**src/rtl/lsu_pkg.sv**
```systemverilog
// Shared definitions for the load/store unit: access-size encodings, the
// control state enum, the datapath word width and the alignment check.
package lsu_pkg;

  localparam int WORD_W = 32;

  typedef enum logic [1:0] {
    SIZE_BYTE = 2'd0,
    SIZE_HALF = 2'd1,
    SIZE_WORD = 2'd2,
    SIZE_ILL  = 2'd3
  } size_e;

  typedef enum logic [1:0] {
    IDLE   = 2'd0,
    ACCESS = 2'd1,
    WRITE  = 2'd2,
    RESP   = 2'd3
  } state_e;

  // Half accesses need addr[0]==0, word accesses need addr[1:0]==0.
  function automatic logic misaligned(size_e size, logic [1:0] addr_lo);
    case (size)
      SIZE_HALF: misaligned = addr_lo[0];
      SIZE_WORD: misaligned = |addr_lo;
      default:   misaligned = 1'b0;
    endcase
  endfunction

endpackage

```
**src/rtl/lsu_if.sv**
```systemverilog
// Request/response channel between the execute stage (master) and the
// load/store unit (slave).
//   req_*  : byte-addressed load/store request, valid/ready handshake
//   resp_* : load data / completion with error flag, valid/ready handshake
interface lsu_if;
  import lsu_pkg::*;

  logic              req_valid;
  logic              req_ready;
  logic              req_write;
  logic [1:0]        req_size;
  logic              req_unsigned;
  logic [WORD_W-1:0] req_addr;
  logic [WORD_W-1:0] req_wdata;
  logic              resp_valid;
  logic              resp_ready;
  logic [WORD_W-1:0] resp_rdata;
  logic              resp_error;

  modport master (
    output req_valid, req_write, req_size, req_unsigned, req_addr, req_wdata,
    output resp_ready,
    input  req_ready, resp_valid, resp_rdata, resp_error
  );

  modport slave (
    input  req_valid, req_write, req_size, req_unsigned, req_addr, req_wdata,
    input  resp_ready,
    output req_ready, resp_valid, resp_rdata, resp_error
  );

endinterface

```
**src/rtl/lsu_lane_align.sv**
```systemverilog
// Combinational lane handling for sub-word accesses (little-endian lanes).
//   rd_word, addr_lo, size, is_unsigned -> load_data (extracted + extended)
//   old_word, wdata, addr_lo, size      -> merged (store lane inserted)
module lsu_lane_align
  import lsu_pkg::*;
(
  input  logic [WORD_W-1:0] rd_word,
  input  logic [1:0]        addr_lo,
  input  size_e             size,
  input  logic              is_unsigned,
  output logic [WORD_W-1:0] load_data,
  input  logic [WORD_W-1:0] old_word,
  input  logic [WORD_W-1:0] wdata,
  output logic [WORD_W-1:0] merged
);

  function automatic logic [WORD_W-1:0] ext_byte(logic [7:0] b, logic uns);
    logic signed [7:0] sb;
    sb = b;
    ext_byte = uns ? {{(WORD_W-8){1'b0}}, b} : WORD_W'(sb);
  endfunction

  function automatic logic [WORD_W-1:0] ext_half(logic [15:0] h, logic uns);
    logic signed [15:0] sh;
    sh = h;
    ext_half = uns ? {{(WORD_W-16){1'b0}}, h} : WORD_W'(sh);
  endfunction

  logic [7:0]  lane_b;
  logic [15:0] lane_h;

  always_comb begin
    lane_b = rd_word[{addr_lo, 3'b000} +: 8];
    lane_h = addr_lo[1] ? rd_word[31:16] : rd_word[15:0];
    case (size)
      SIZE_BYTE: load_data = ext_byte(lane_b, is_unsigned);
      SIZE_HALF: load_data = ext_half(lane_h, is_unsigned);
      default:   load_data = rd_word;
    endcase
  end

  always_comb begin
    merged = old_word;
    case (size)
      SIZE_BYTE: merged[{addr_lo, 3'b000} +: 8]  = wdata[7:0];
      SIZE_HALF: merged[{addr_lo[1], 4'b0000} +: 16] = wdata[15:0];
      default:   merged = wdata;
    endcase
  end

endmodule

```
**src/rtl/load_store_unit.sv**
```systemverilog
// Memory-access stage in front of a word-addressed data memory.
//   clk, rst         : clock, synchronous active-high reset
//   bus (slave)      : byte-addressed request / response channel
//   mem_address      : word index {2'b00, addr[31:2]}
//   mem_write_data   : full word to write
//   mem_write_enable : write strobe, memory writes on the next posedge
//   mem_read_data    : combinational read of mem_address
// Sub-word stores are read-modify-write (ACCESS reads, WRITE writes).
module load_store_unit
  import lsu_pkg::*;
#(
  parameter int MEM_WORDS = 1024
) (
  input  logic              clk,
  input  logic              rst,
  lsu_if.slave              bus,
  output logic [WORD_W-1:0] mem_address,
  output logic [WORD_W-1:0] mem_write_data,
  output logic              mem_write_enable,
  input  logic [WORD_W-1:0] mem_read_data
);

  state_e            state, state_nxt;
  logic              wr_q, uns_q, err_q;
  size_e             size_q;
  logic [WORD_W-1:0] addr_q, wdata_q, rdata_q, merged_q;

  logic              accept, req_err;
  size_e             req_size_e;
  logic [WORD_W-1:0] load_data, merged;

  assign accept     = bus.req_valid && (state == IDLE);
  assign req_size_e = size_e'(bus.req_size);
  assign req_err    = (req_size_e == SIZE_ILL)
                   || misaligned(req_size_e, bus.req_addr[1:0])
                   || ({2'b00, bus.req_addr[31:2]} >= WORD_W'(MEM_WORDS));

  lsu_lane_align u_align (
    .rd_word     (mem_read_data),
    .addr_lo     (addr_q[1:0]),
    .size        (size_q),
    .is_unsigned (uns_q),
    .load_data   (load_data),
    .old_word    (mem_read_data),
    .wdata       (wdata_q),
    .merged      (merged)
  );

  always_ff @(posedge clk) begin
    if (rst) state <= IDLE;
    else     state <= state_nxt;
  end

  always_comb begin
    state_nxt = state;
    case (state)
      IDLE:    if (accept) state_nxt = req_err ? RESP : ACCESS;
      ACCESS:  state_nxt = (wr_q && size_q != SIZE_WORD) ? WRITE : RESP;
      WRITE:   state_nxt = RESP;
      RESP:    if (bus.resp_ready) state_nxt = IDLE;
      default: state_nxt = IDLE;
    endcase
  end

  // Accept: latch request fields; rdata cleared so stores/errors return 0.
  always_ff @(posedge clk) begin
    if (rst) begin
      wr_q     <= 1'b0;
      uns_q    <= 1'b0;
      err_q    <= 1'b0;
      size_q   <= SIZE_BYTE;
      addr_q   <= '0;
      wdata_q  <= '0;
      rdata_q  <= '0;
      merged_q <= '0;
    end else begin
      if (accept) begin
        wr_q    <= bus.req_write;
        uns_q   <= bus.req_unsigned;
        err_q   <= req_err;
        size_q  <= req_size_e;
        addr_q  <= bus.req_addr;
        wdata_q <= bus.req_wdata;
        rdata_q <= '0;
      end
      // Access: capture extended load data or the merged store word.
      if (state == ACCESS) begin
        if (!wr_q) rdata_q  <= load_data;
        else       merged_q <= merged;
      end
    end
  end

  always_comb begin
    bus.req_ready    = (state == IDLE);
    bus.resp_valid   = (state == RESP);
    bus.resp_rdata   = rdata_q;
    bus.resp_error   = err_q;
    mem_address      = {2'b00, addr_q[WORD_W-1:2]};
    mem_write_data   = '0;
    mem_write_enable = 1'b0;
    case (state)
      ACCESS: if (wr_q && size_q == SIZE_WORD) begin
        mem_write_data   = wdata_q;
        mem_write_enable = 1'b1;
      end
      WRITE: begin
        mem_write_data   = merged_q;
        mem_write_enable = 1'b1;
      end
      default: ;
    endcase
    // Reset abandons an in-flight store without touching memory.
    if (rst) mem_write_enable = 1'b0;
  end

endmodule

```
**src/flat_wrapper.sv**
```systemverilog
// flat-port wrapper written by rule: the top's interface ports become plain ports
module load_store_unit_flat import lsu_pkg::*;
#(
  parameter int MEM_WORDS = 1024
)
  (clk, rst, mem_address, mem_write_data, mem_write_enable, mem_read_data, bus_req_valid, bus_req_write, bus_req_size, bus_req_unsigned, bus_req_addr, bus_req_wdata, bus_resp_ready, bus_req_ready, bus_resp_valid, bus_resp_rdata, bus_resp_error);
  lsu_if bus_i ();
  input  logic clk;
  input  logic rst;
  output logic [WORD_W-1:0] mem_address;
  output logic [WORD_W-1:0] mem_write_data;
  output logic mem_write_enable;
  input  logic [WORD_W-1:0] mem_read_data;
  input wire logic [$bits(bus_i.req_valid)-1:0] bus_req_valid;
  input wire logic [$bits(bus_i.req_write)-1:0] bus_req_write;
  input wire logic [$bits(bus_i.req_size)-1:0] bus_req_size;
  input wire logic [$bits(bus_i.req_unsigned)-1:0] bus_req_unsigned;
  input wire logic [$bits(bus_i.req_addr)-1:0] bus_req_addr;
  input wire logic [$bits(bus_i.req_wdata)-1:0] bus_req_wdata;
  input wire logic [$bits(bus_i.resp_ready)-1:0] bus_resp_ready;
  output wire logic [$bits(bus_i.req_ready)-1:0] bus_req_ready;
  output wire logic [$bits(bus_i.resp_valid)-1:0] bus_resp_valid;
  output wire logic [$bits(bus_i.resp_rdata)-1:0] bus_resp_rdata;
  output wire logic [$bits(bus_i.resp_error)-1:0] bus_resp_error;
  assign bus_i.req_valid = bus_req_valid;
  assign bus_i.req_write = bus_req_write;
  assign bus_i.req_size = bus_req_size;
  assign bus_i.req_unsigned = bus_req_unsigned;
  assign bus_i.req_addr = bus_req_addr;
  assign bus_i.req_wdata = bus_req_wdata;
  assign bus_i.resp_ready = bus_resp_ready;
  assign bus_req_ready = bus_i.req_ready;
  assign bus_resp_valid = bus_i.resp_valid;
  assign bus_resp_rdata = bus_i.resp_rdata;
  assign bus_resp_error = bus_i.resp_error;
  load_store_unit #(.MEM_WORDS(MEM_WORDS)) u_core (.clk(clk), .rst(rst), .bus(bus_i), .mem_address(mem_address), .mem_write_data(mem_write_data), .mem_write_enable(mem_write_enable), .mem_read_data(mem_read_data));
endmodule
```
**config.mk**
```make
export PLATFORM = sky130hd
export DESIGN_NAME = load_store_unit_flat
export DESIGN_NICKNAME = d
export VERILOG_FILES = /design/src/rtl/lsu_pkg.sv /design/src/rtl/lsu_if.sv /design/src/rtl/lsu_lane_align.sv /design/src/rtl/load_store_unit.sv /design/src/flat_wrapper.sv
export SDC_FILE = /design/constraint.sdc
export NUM_CORES = 1
export LEC_CHECK = 0
export ABC_CLOCK_PERIOD_IN_PS = 4000
export CORE_UTILIZATION = 52
export CTS_BUF_LIST = sky130_fd_sc_hd__clkbuf_8 sky130_fd_sc_hd__clkbuf_16
export CTS_CLUSTER_SIZE = 24
export DETAILED_ROUTE_END_ITERATION = 7
export GPL_TIMING_DRIVEN = 0
export PLACE_DENSITY_LB_ADDON = 0.3
export SLEW_MARGIN = 10
export SYNTH_ARGS = -nofsm -noshare
export SYNTH_HDL_FRONTEND = slang
export SYNTH_SLANG_ARGS = --single-unit
```
**constraint.sdc**
```tcl
create_clock -name clk -period 4 [get_ports clk]
set_clock_uncertainty 0.05 [all_clocks]
set_input_delay 1 -clock clk [delete_from_list [all_inputs] [get_ports clk]]
set_output_delay 1 -clock clk [all_outputs]
set_load 0.02 [all_outputs]
```
==> results.json <==
{
  "routed_wl_um": 24800,
  "setup_viol_count_final": 0,
  "area_delta_synth_final_pct": 40.1,
  "rsz0062_at_grt": "false",
  "antenna_found_initial": 0,
  "layout_min_cycle_time_ns": 3.89,
  "insertion_delay_ns": 0.42,
  "relSlewSlack_pct": 41.5,
  "critPathKind": "flip-flop to primary output",
  "p_comb_share_pct": 40.8,
  "postSynth.asyncResetShare_pct": 0,
  "setup_tns_ns": 0,
  "r2r-start": "u_core.addr_q[1]",
  "final_cell_mix": "nand2_1 (204), clkdlybuf4s50_1 (200), dfxtp_1 (135)",
  "post-route-period-util_pct": 97.3,
  "arrival_ns": 2.84,
  "cp-end-kind": "primary output",
  "worst_pin_slew_ns": 0.871,
  "total_power_mw": 5.69,
  "die_h_um": 118,
  "mostFrequentLayoutCell": "nand2_1",
  "cts_buffer_depth": 2,
  "static-leakage-power_nw": 3.45,
  "ant_nets": 0,
  "synth_largest_area_cell": "dfxtp_1",
  "timing.hold.ws_ns": 0.401,
  "synth-edff-count": 0,
  "cts_tree": "built",
  "crit_required_ns": 2.95,
  "fillCellCount": 993,
  "grt_pass1_vias": 7298,
  "grt_pass1_wl_um": 38500,
  "min_from": "u_core.addr_q[8]",
  "ys_seq_elements": 135,
  "pwr-share-seq_pct": 32.2,
  "multi_input_area_um2": 3710,
  "hp-class": "flip-flop to flip-flop",
  "crit_path_max_fanout": 10,
  "drt_iter0_drc": 821,
  "p_int_mw": 3.55,
  "fp.dieArea_um2": 14000,
  "initial_core_util_pct": 53.2,
  "startpoint": "u_core.state[1]",
  "cts_max_level": 4,
  "clock-sinks": 135,
  "fin_util_pct": 74.6,
  "ys_seq_area_share_pct": 38.5,
  "netlist_area_um2": 7020,
  "cts-buffers-inserted": 17,
  "timing_hold_violations_final": 0,
  "yosysUniqueCellTypes": 51,
  "synth_area_leaders": "dfxtp_1 (39%), nand2_1 (11%), a21oi_1 (6.8%)",
  "avgRoutedWirePerCell_um": 19.0,
  "status": "completed",
  "diodes": 0,
  "place_inst": 1281,
  "grt_max_degree": 17,
  "stdcell_count": 1310,
  "cts.hold.buffers_added": 0,
  "dr.pass1.iters": 7,
  "synth_top_flop_cell": "dfxtp_1",
  "detail_route.vias_per_cell": 6.03,
  "gr-total-overflow": 0,
  "switching_share_pct": 37.6,
  "synth_top_area_share_pct": 38.5,
  "cts_root_buf": "clkbuf_16",
  "hpwlAfterDp_um": 18100,
  "p_sw_mw": 2.14,
  "ir_worst_vdd_v": 0.000350,
  "cap_violations": 0,
  "pin_count": 204,
  "power_density_nw_per_um2": 578,
  "cts_setup_buffers": 0,
  "nNetsFinal": 1240,
  "yosysWarnings": 0,
  "portBuffers": 200,
  "cts.clk_slew.worst_paths_ns": 0.05,
  "avgSynthCellArea_um2": 7.76,
  "p_clk_share_pct": 27.0,
  "grt.total_usage_pct": 35.6,
  "rows": 42,
  "netlist_instances": 904,
  "start_kind": "flip-flop",
  "finalMaxSlewViolations": 0,
  "remaining_drc_errors": 0,
  "gp_routability_congestion": 0.971,
  "register_area_um2": 2700,
  "fmax_mhz": 257,
  "vias": 7902,
  "drive_gt1_share_pct": 7.32,
  "core_area_um2": 13200,
  "fp.dieW_um": 118
}
[final timing paths]
| kind | cells after the start | end | slack (ns) |
|---|---|---|---|
| worst max-delay path | 8 | mem_write_data[31] | 0.11 |
| worst min-delay path | 2 | u_core.addr_q[8] | 0.40 |
| worst max register to register | 8 | u_core.merged_q[29] | 1.51 |
| worst min register to register | 2 | u_core.addr_q[8] | 0.40 |
[final cells by class]
class | count | area share [%]
multi-input cells | 646 | 37.7
flip-flops and latches | 135 | 27.5
repair buffers | 200 | 20.4
plain buffers | 111 | 5.84
clock buffers | 22 | 5.03
well taps | 176 | 2.24
clock inverters | 7 | 0.814
inverters | 13 | 0.496
[timing repair]
| action | in CTS | in global routing |
|---|---|---|
| setup endpoints to repair | 30 | 22 |
| cloned | 0 | 0 |
| resized for setup | 4 | 5 |
[logic make-up after synthesis]
group / after synthesis / share of synthesized area (%)
AO/OA/AOI/OAI: 275 / 27.2
adder cells (fa/ha/maj): 12 / 2.14
buffers and inverters: 124 / 8.77
flip-flops: 135 / 38.5
multiplexers: 5 / 1.02
other: 1 / 0.0534
AND/OR/NAND/NOR: 352 / 22.4
[synthesized netlist by cell type (2+ instances only)]
master and count:
nand2b_1 9, a22oi_1 32, ha_1 12, a221oi_1 32, nor2b_1 35, or3_1 7, o21ai_0 22, buf_1 11
a41oi_1 7, a211oi_1 39, buf_2 12, mux2i_1 3, inv_1 12, buf_4 32, nor4bb_1 3, nor4_1 4
and2_1 3, nand2_1 204, nor3b_1 2, dfxtp_1 135, buf_6 2, a211oi_2 2, clkbuf_1 54, a21oi_1 95
a221o_1 8, nor2_1 43, a21o_1 2, nor3_1 14, a22o_1 24, nand3_1 23
[critical path, stage by stage (launching register included)]
cell	delay [ns]
dfxtp_1	0.34
inv_1	0.10
ha_1	0.23
nand2_1	0.24
nor2_4	0.25
clkbuf_2	0.32
a22oi_1	0.13
nor2b_1	0.17
clkdlybuf4s50_1	0.62
[stage by stage]
stage	instance area, µm²	worst slack, ns
floorplan	7020	1.05
global placement	9250	0.301
detailed placement	9250	0.250
CTS	9830	0.0170
global route	9830	0.0200
finish	9830	0.109
[state kept, by name, summed over array words and instances (netlist names)]
signal	count
u_core.wdata_q	32
u_core.addr_q	32
u_core.wr_q	1
u_core.bus.resp_rdata	32
u_core.merged_q	32
u_core.bus.resp_error	1
u_core.size_q	2
u_core.state	2
u_core.uns_q	1
[per-layer routing]
| metal | global-route usage [%] | part of all wire, % | routed length (µm) |
|---|---|---|---|
| met1 | 43.6 | 38 | 9560 |
| met2 | 55.2 | 44 | 11000 |
| met3 | 10.9 | 12 | 2870 |
| met4 | 20.9 | 5.6 | 1390 |
| met5 | 0 | 0 | 0 |
[power by group through the flow]
stage	logic (mW)	clock network (mW)	registers, mW
after CTS	2.28	1.53	1.82
after floorplan	1.31	0	1.90
after detailed placement	2.26	0	1.84
after global placement	2.22	0	1.83
final	2.32	1.53	1.83
after global routing	2.49	1.61	1.85
(Power assumes the default switching activity.)
